`config.mk`:
```
export PLATFORM = sky130hd
export DESIGN_NAME = branch_resolve_unit
export DESIGN_NICKNAME = d
export VERILOG_FILES = /design/src/rtl/core_pkg.sv /design/src/rtl/branch_cond_eval.sv /design/src/rtl/branch_resolve_unit.sv
export SDC_FILE = /design/constraint.sdc
export NUM_CORES = 1
export LEC_CHECK = 0
export CAP_MARGIN = 40
export CORE_ASPECT_RATIO = 1.5
export CORE_UTILIZATION = 45
export DETAILED_ROUTE_END_ITERATION = 8
export PLACE_DENSITY = 0.72
export SETUP_SLACK_MARGIN = 0.15
export SYNTH_ARGS = -nofsm -noshare
export SYNTH_HDL_FRONTEND = slang
export SYNTH_SLANG_ARGS = --single-unit
export TNS_END_PERCENT = 50
```
`constraint.sdc`:
```
create_clock -name clk_i -period 2.65 [get_ports clk_i]
set_input_delay 0.53 -clock clk_i [delete_from_list [all_inputs] [get_ports clk_i]]
set_output_delay 0.53 -clock clk_i [all_outputs]
set_load 0.05 [all_outputs]
```
`src/rtl/core_pkg.sv`:
```
// -----------------------------------------------------------------------------
// core_pkg
// Shared definitions for the RV32I branch resolution path: the data/address
// width, the conditional-branch funct3 encodings and the state encoding used
// by branch_resolve_unit.
// -----------------------------------------------------------------------------
package core_pkg;

  // Data and address width of the core.
  localparam int XLEN = 32;

  // Conditional-branch funct3 encodings (opcode BRANCH).
  localparam logic [2:0] F3_BEQ  = 3'b000;
  localparam logic [2:0] F3_BNE  = 3'b001;
  localparam logic [2:0] F3_BLT  = 3'b100;
  localparam logic [2:0] F3_BGE  = 3'b101;
  localparam logic [2:0] F3_BLTU = 3'b110;
  localparam logic [2:0] F3_BGEU = 3'b111;

  // Branch resolution FSM states.
  typedef enum logic [1:0] {
    IDLE     = 2'd0,
    EVAL     = 2'd1,
    REDIRECT = 2'd2,
    FLUSH    = 2'd3
  } bru_state_e;

endpackage

```
`src/rtl/branch_cond_eval.sv`:
```
// -----------------------------------------------------------------------------
// branch_cond_eval
// Combinational branch-condition decoder. Turns a branch funct3 plus the ALU
// comparator flags into a taken decision, and flags the two funct3 values that
// are not valid conditional branches.
//
// Ports:
//   funct3_i   branch funct3
//   eq_i       rs1 == rs2
//   lt_i       rs1 <  rs2, signed
//   ltu_i      rs1 <  rs2, unsigned
//   taken_o    branch condition holds (always 0 for an illegal funct3)
//   illegal_o  funct3 is 010 or 011
// -----------------------------------------------------------------------------
module branch_cond_eval
  import core_pkg::*;
(
  input  logic [2:0] funct3_i,
  input  logic       eq_i,
  input  logic       lt_i,
  input  logic       ltu_i,
  output logic       taken_o,
  output logic       illegal_o
);

  // Each legal funct3 selects one flag, optionally inverted. Anything else is
  // reported as illegal and never taken.
  always_comb begin
    taken_o   = 1'b0;
    illegal_o = 1'b0;
    case (funct3_i)
      F3_BEQ:  taken_o = eq_i;
      F3_BNE:  taken_o = ~eq_i;
      F3_BLT:  taken_o = lt_i;
      F3_BGE:  taken_o = ~lt_i;
      F3_BLTU: taken_o = ltu_i;
      F3_BGEU: taken_o = ~ltu_i;
      default: illegal_o = 1'b1;
    endcase
  end

endmodule

```
`src/rtl/branch_resolve_unit.sv`:
```
// -----------------------------------------------------------------------------
// branch_resolve_unit
// Resolves RV32I conditional branches after the ALU compare stage. A request
// is captured in IDLE together with its precomputed target (pc + imm), the
// decision is reported one cycle later in EVAL, a taken and aligned branch
// then handshakes a redirect with fetch, and an optional flush window squashes
// the wrong-path instructions already in flight.
//
// Parameters:
//   XLEN          data/address width
//   FLUSH_CYCLES  cycles flush_o is held after an accepted redirect (0 = none)
//
// Ports:
//   clk_i             core clock
//   rstn_i            asynchronous active-low reset
//   valid_i/ready_o   request handshake
//   funct3_i          branch funct3
//   cmp_eq_i          rs1 == rs2
//   cmp_lt_i          rs1 <  rs2, signed
//   cmp_ltu_i         rs1 <  rs2, unsigned
//   pc_i, imm_i       branch PC and sign-extended B-immediate
//   done_o            one-cycle pulse when the decision is available
//   taken_o           branch taken, qualified by done_o
//   illegal_o         one-cycle pulse: funct3 010/011
//   misalign_o        one-cycle pulse: taken target not 4-byte aligned
//   redirect_valid_o  redirect request to fetch
//   redirect_addr_o   redirect target, stable while redirect_valid_o is high
//   redirect_ready_i  fetch accepts the redirect
//   flush_o           squash wrong-path instructions
// -----------------------------------------------------------------------------
module branch_resolve_unit #(
  parameter int XLEN         = core_pkg::XLEN,
  parameter int FLUSH_CYCLES = 2
) (
  input  logic            clk_i,
  input  logic            rstn_i,
  input  logic            valid_i,
  output logic            ready_o,
  input  logic [2:0]      funct3_i,
  input  logic            cmp_eq_i,
  input  logic            cmp_lt_i,
  input  logic            cmp_ltu_i,
  input  logic [XLEN-1:0] pc_i,
  input  logic [XLEN-1:0] imm_i,
  output logic            done_o,
  output logic            taken_o,
  output logic            illegal_o,
  output logic            misalign_o,
  output logic            redirect_valid_o,
  output logic [XLEN-1:0] redirect_addr_o,
  input  logic            redirect_ready_i,
  output logic            flush_o
);

  import core_pkg::*;

  // The counter must be able to hold FLUSH_CYCLES; a zero-length window still
  // keeps a one-bit counter so the logic stays well formed.
  localparam int CNT_W = (FLUSH_CYCLES > 0) ? $clog2(FLUSH_CYCLES + 1) : 1;

  bru_state_e      state_q, state_d;
  logic [2:0]      funct3_q, funct3_d;
  logic            eq_q, eq_d;
  logic            lt_q, lt_d;
  logic            ltu_q, ltu_d;
  logic [XLEN-1:0] target_q, target_d;
  logic [XLEN-1:0] addr_q, addr_d;
  logic [CNT_W-1:0] cnt_q, cnt_d;

  logic            cond_taken;
  logic            cond_illegal;
  logic            target_misaligned;

  // Condition decoding works on the captured copies, so flag changes after
  // acceptance cannot affect the decision.
  branch_cond_eval u_cond_eval (
    .funct3_i  (funct3_q),
    .eq_i      (eq_q),
    .lt_i      (lt_q),
    .ltu_i     (ltu_q),
    .taken_o   (cond_taken),
    .illegal_o (cond_illegal)
  );

  assign target_misaligned = (target_q[1:0] != 2'b00);

  // State and captured-request registers. Reset clears everything, which also
  // drops redirect_valid_o and flush_o immediately since they decode state.
  always_ff @(posedge clk_i or negedge rstn_i) begin
    if (!rstn_i) begin
      state_q  <= IDLE;
      funct3_q <= '0;
      eq_q     <= 1'b0;
      lt_q     <= 1'b0;
      ltu_q    <= 1'b0;
      target_q <= '0;
      addr_q   <= '0;
      cnt_q    <= '0;
    end else begin
      state_q  <= state_d;
      funct3_q <= funct3_d;
      eq_q     <= eq_d;
      lt_q     <= lt_d;
      ltu_q    <= ltu_d;
      target_q <= target_d;
      addr_q   <= addr_d;
      cnt_q    <= cnt_d;
    end
  end

  // Next-state logic. The target is added at capture time so EVAL only has to
  // look at its low bits; the add wraps modulo 2^XLEN by construction.
  always_comb begin
    state_d  = state_q;
    funct3_d = funct3_q;
    eq_d     = eq_q;
    lt_d     = lt_q;
    ltu_d    = ltu_q;
    target_d = target_q;
    addr_d   = addr_q;
    cnt_d    = cnt_q;
    case (state_q)
      IDLE: begin
        if (valid_i) begin
          funct3_d = funct3_i;
          eq_d     = cmp_eq_i;
          lt_d     = cmp_lt_i;
          ltu_d    = cmp_ltu_i;
          target_d = pc_i + imm_i;
          state_d  = EVAL;
        end
      end
      EVAL: begin
        if (cond_taken && !cond_illegal && !target_misaligned) begin
          addr_d  = target_q;
          state_d = REDIRECT;
        end else begin
          state_d = IDLE;
        end
      end
      REDIRECT: begin
        if (redirect_ready_i) begin
          if (FLUSH_CYCLES > 0) begin
            cnt_d   = CNT_W'(FLUSH_CYCLES);
            state_d = FLUSH;
          end else begin
            state_d = IDLE;
          end
        end
      end
      FLUSH: begin
        // Leaving while the counter reads 1 gives exactly FLUSH_CYCLES cycles
        // of flush_o; the <= also recovers if the counter were ever 0.
        if (cnt_q <= CNT_W'(1)) begin
          state_d = IDLE;
        end else begin
          cnt_d = cnt_q - CNT_W'(1);
        end
      end
      default: state_d = IDLE;
    endcase
  end

  // Outputs decode directly from state so they react to reset at once.
  always_comb begin
    ready_o          = (state_q == IDLE);
    done_o           = (state_q == EVAL);
    taken_o          = done_o & cond_taken & ~cond_illegal;
    illegal_o        = done_o & cond_illegal;
    misalign_o       = done_o & cond_taken & ~cond_illegal & target_misaligned;
    redirect_valid_o = (state_q == REDIRECT);
    redirect_addr_o  = addr_q;
    flush_o          = (state_q == FLUSH);
  end

endmodule

```
* After elaboration in Yosys (flattened, before gate mapping)
Index checks and enable logic that the tools add are counted.
Cells by class: $add $sub $neg 2, $lt $le $gt $ge 1, equal/unequal tests 12, mux-type cells 10, bitwise operators 7, reductions and logical operators 12
Operators by type and width (count):
- 32-bit adder | 1
- 3-bit equality test (second input constant) | 4
- 2-bit 2-to-1 mux | 6
- 2-bit one-hot mux with 4 select lines | 1
- 1-bit one-hot mux with 6 select lines | 1
- 3-bit AND reduction | 2
- 6-bit OR reduction | 1
- 1-bit bitwise AND | 4
- 2-bit equality test (second input constant) | 2
- 2-bit by 1-bit inequality test with 1-bit output (second input constant) | 2
- 2-bit inequality test (second input constant) | 2
- 2-bit one-hot mux with 2 select lines | 1
- 2-bit AND reduction | 2
- 2-bit nonzero test | 2
- 3-bit by 1-bit equality test with 1-bit output (second input constant) | 1
- 3-bit logical NOT | 1
- 1-bit NOT | 3
- 2-bit by 1-bit equality test with 1-bit output (second input constant) | 1
- 2-bit by 1-bit less-or-equal comparator with 1-bit output (second input constant) | 1
- 1-bit logical AND | 2
- 2-bit logical NOT | 1
- 2-bit by 1-bit subtractor with 2-bit output (second input constant) | 1
- 1-bit logical NOT | 1
- 1-bit 2-to-1 mux | 1
Storage, ports and cells: bits in registers 74, output and inout bits 39

* Longest topological paths before layout
word-level depth 6, gate-level depth with buffers 10, mapped depth without buffers 10

* Modules after synthesis
From an unflattened synthesis, not the netlist that was laid out.
Unflattened totals: cells, all modules 454, area total of the unflattened synthesis 4435.5 um2
By module, submodules not included:
- branch_resolve_unit | times used 1, cells each 448, area an instance 4389.2 um2, seq. area each 1851.8 um2
- branch_cond_eval | times used 1, cells each 6, area an instance 46.3 um2, seq. area each 0.0 um2

* Worst setup path after synthesis
No wires, ideal clock.
kind reg2reg, start point reg state_q[0], end point reg addr_q[13] (netlist: redirect_addr_o[13]), data arrival time 3.244 ns, slack -0.718 ns, cell stages (with the launch flop) 7, cells stage by stage dfrtp_1 -> clkbuf_1 -> nor2b_1 -> nor2b_1 -> nor3b_2 -> buf_2 -> mux2_2
Between the ends: word-level cells in the longest chain between the ends 2
RTL lines:
- start: declaration | line branch_resolve_unit.sv:61 | bru_state_e state_q, state_d;
- start signal: assignment | line branch_resolve_unit.sv:100 | state_q <= state_d;
- 2-bit by 1-bit equality test with 1-bit output
- via done_o | line branch_resolve_unit.sv:45 | output logic done_o,
- 2-bit AND reduction (no source line)
- end signal: assignment | line branch_resolve_unit.sv:106 | addr_q <= addr_d;
- end: declaration | line branch_resolve_unit.sv:67 | logic [XLEN-1:0] addr_q, addr_d;
The timed path passes the listed nets, and every way through them passes these cells. A chain may end at the register's enable or synchronous reset.

* Final worst setup path
start point in pc_i[0], end point reg target_q[24]
Between the ends: word-level cells in the longest chain between the ends 1
RTL lines:
- start: declaration | line branch_resolve_unit.sv:43 | input logic [XLEN-1:0] pc_i,
- 32-bit adder | line branch_resolve_unit.sv:129 | target_d = pc_i + imm_i;
- end signal: assignment | line branch_resolve_unit.sv:105 | target_q <= target_d;
- end: declaration | line branch_resolve_unit.sv:66 | logic [XLEN-1:0] target_q, target_d;
Every way passes these cells.

==> flow_summary.toml <==
[detailed_routing]
drc = 0
post_drt_wl_per_cell_um = 15.7
drt_iter0_markers = 133
totalWireLength_um = 11800
vias_per_cell = 5.42
ant_nets = 0
dr_total_vias = 4073
drt_pass1_iterations = 4

[sta]
fin_ws_ns = -0.106
hold_viol = 0
worst_slew_pin_slew_ns = 0.570
slew_headroom_pct = 61.9
rsz0062_at_grt = "true"
fin_crit_ns = 2.76
max_freq_mhz = 363
final-max-slew-violation-count = 0
finalSetupViolCount = 2
final.setup_skew_ns = 0.00728
fin_crit_sh_pct = 104
fin_setup_tns_ns = -0.178

[cells_and_area]
layout-drive-gt1-share_pct = 27.8
diodes = 0
area_delta_synth_final_pct = 55.7
nets = 738
final_cell_mix = "83 x clkdlybuf4s50_1, 75 x buf_4, 74 x dfrtp_1, 65 x nand2_1, 31 x mux2_2"
final_common_cell = "clkdlybuf4s50_1"
fill_cells = 701
fin_area_um2 = 6910

[cts]
hold_buffers = 0
clk_latency_ns = 0.33
htree_levels = 3
cts_buffer_depth = 2
cts_sinks = 74
cts_made_buffers = 9
cts_tree = "built"
cts-root-buf = "clkbuf_16"
clkSlewWorstSetupHoldPaths_ns = 0.06

[die]
die_w_um = 83.1
die_h_um = 124
fp.coreArea_um2 = 9630
dieArea_um2 = 10300
initial_core_util_pct = 46.1
num_rows = 44
top_level_ports = 113

[worst_setup_path]
cp_common_cell = "a221oi_4"
crit_path_top_delay_cell = "a211o_1"
worstPathMaxFanout = 3
crit_start = "pc_i[0]"
critical-path-max-stage-delay_ns = 0.36
path_cells = "buf_6 > ha_4 > fa_2 > a21o_1 > a221oi_4 > o21ai_2 > a211o_1 > a31o_4 > a221oi_4 > xor2_1 > o21ai_1"
crit_path_end_kind = "flop"
critPathArrivalTime_ns = 2.95
crit_required_ns = 2.84
startpoint_type = "primary input"
critPathKind = "primary input to flop"
r2r-start = "funct3_q[1]"

[synthesis]
synth_edf_count = 0
synth-seq-area-share_pct = 41.7
syn_avg_cell_area_um2 = 9.84
synth_cell_types = 51
synth_warnings = 0
synth.net_count = 558
synth_area_um2 = 4440
ys_seq_elements = 74
ys.flop_type = "dfrtp_1"
postSynth.asyncResetShare_pct = 100
syn_inst = 451

[grt]
grt_use_total_pct = 23.2
grt_pass1_wl_um = 18900
grt_pass1_vias = 4165
grt_overflow = 0
antenna_found_initial = 0
grt_max_degree = 75

[place]
placed_area_um2 = 6170
dp_slack_ns = -0.860
gp_congestion = 0.866
io_buffer_count = 112
dpl.hpwl_um = 8390

[power]
clkPwrFrac_pct = 20.3
p_int_mw = 3.79
p_leak_nw = 3.24
irDropWorstVdd_uv = 875
power_frac_comb_pct = 48.8
switching_share_pct = 41.0
p_seq_share_pct = 31.0
power_per_cell_area_nw_per_um2 = 929
power.total_mw = 6.42
switchingPower_mw = 2.63

[job]
drv_cap = 0

[run_status]
violations = "setup timing"
status = "complete, but fails checks"

[worst_hold_path]
hp-class = "primary input to asynchronous set/reset pin"
## per-stage QoR
| stage | instances | utilization [%] | hold slack, ns |
|---|---|---|---|
| 5_1_grt | 751 | 71.7 | 0.231 |
| 6_report | 751 | 71.7 | 0.195 |
| 2_1_floorplan | 451 | - | 0.234 |
| 4_1_cts | 744 | 69.2 | 0.215 |
| 3_3_place_gp | 721 | 64.0 | 0.446 |
| 3_5_place_dp | 721 | 64.0 | 0.455 |
## synthesized netlist by cell type (all sizes together) (2+ instances only)
library cell | number | area, µm²
a211oi | 3 | 22.5
a21boi | 3 | 22.5
a21o | 23 | 173
a21oi | 28 | 140
a221oi | 3 | 50.1
a31o | 2 | 17.5
a31oi | 5 | 31.3
a41oi | 2 | 17.5
and2 | 4 | 25.0
and3 | 4 | 25.0
buf | 5 | 22.5
clkbuf | 15 | 56.3
dfrtp | 74 | 1850
ha | 32 | 400
inv | 4 | 15.0
mux2 | 31 | 349
mux2i | 3 | 30.0
nand2 | 66 | 248
nand2b | 6 | 37.5
nand3 | 9 | 45.0
nand4 | 6 | 37.5
nor2 | 14 | 52.6
nor2b | 6 | 37.5
nor3 | 5 | 25.0
o211ai | 2 | 15.0
o21a | 6 | 45.0
o21ai | 41 | 209
o31ai | 3 | 22.5
or2 | 2 | 12.5
or4 | 3 | 22.5
xnor2 | 13 | 114
xor2 | 15 | 131
## worst paths after layout
check	slack, ns	cells after the start	end
min in group clk_i	0.47	2	target_q[13]
hold / removal	0.20	2	redirect_addr_o[8]
setup / recovery	-0.11	11	target_q[24]
max in group asynchronous	2.12	2	redirect_addr_o[23]
hold reg to reg	0.47	2	target_q[13]
setup reg to reg	0.62	7	redirect_addr_o[19]
## routing by layer
| layer | global-route usage, % | routed length [µm] |
|---|---|---|
| met3 | 2.92 | 280 |
| met4 | 9.70 | 240 |
| met2 | 43.3 | 6400 |
| met5 | 0 | 0 |
| met1 | 26.7 | 4910 |
## power by group through the flow
stage               combinational [mW]  sequential [mW]  clock, mW
finish                            3.13             1.99       1.30
global route                      3.36             2.05       1.36
CTS                               3.08             1.99       1.32
detailed placement                3.01             2.00          0
global placement                  2.94             1.97          0
floorplan                         1.30             2.60          0
## cells by family after synthesis
logic type	Yosys count	synth area share (%)
flops	74	41.7
xor+xnor	28	5.53
simple gates	129	13.6
compound gates	129	19.0
buf+inv	24	2.11
fa+ha+maj	33	9.48
mux	34	8.54
## cell type report
class | instances | area [µm²] | area share [%]
sequential | 74 | 1850 | 26.8
timing repair buffer | 189 | 1740 | 25.2
inverter | 4 | 15.0 | 0.217
multi-input combinational | 353 | 2840 | 41.1
clock buffer | 10 | 229 | 3.31
tap | 115 | 144 | 2.08
clock inverter | 6 | 91.3 | 1.32
## registers in the layout, summed over array words and instances, names as in the netlist, named ones only
signal / flops
cnt_q: 2
lt_q: 1
redirect_addr_o: 32
ltu_q: 1
target_q: 32
funct3_q: 3
state_q: 1
eq_q: 1
## worst max-delay path: cells and delay by family
family	cells	cell delay [ns]
buffers and inverters	1	0.10
adder cells (fa/ha/maj)	2	0.51
AO/OA/AOI/OAI	7	1.62
XOR/XNOR	1	0.20
## timing repair
| action | CTS | global route |
|---|---|---|
| endpoints found under the hold margin | 0 | 0 |
| setup endpoints to repair | 22 | 19 |
| setup buffers | 7 | 7 |
| resized for setup | 52 | 43 |
| pin swaps | 32 | 34 |
(Power assumes the default switching activity.)
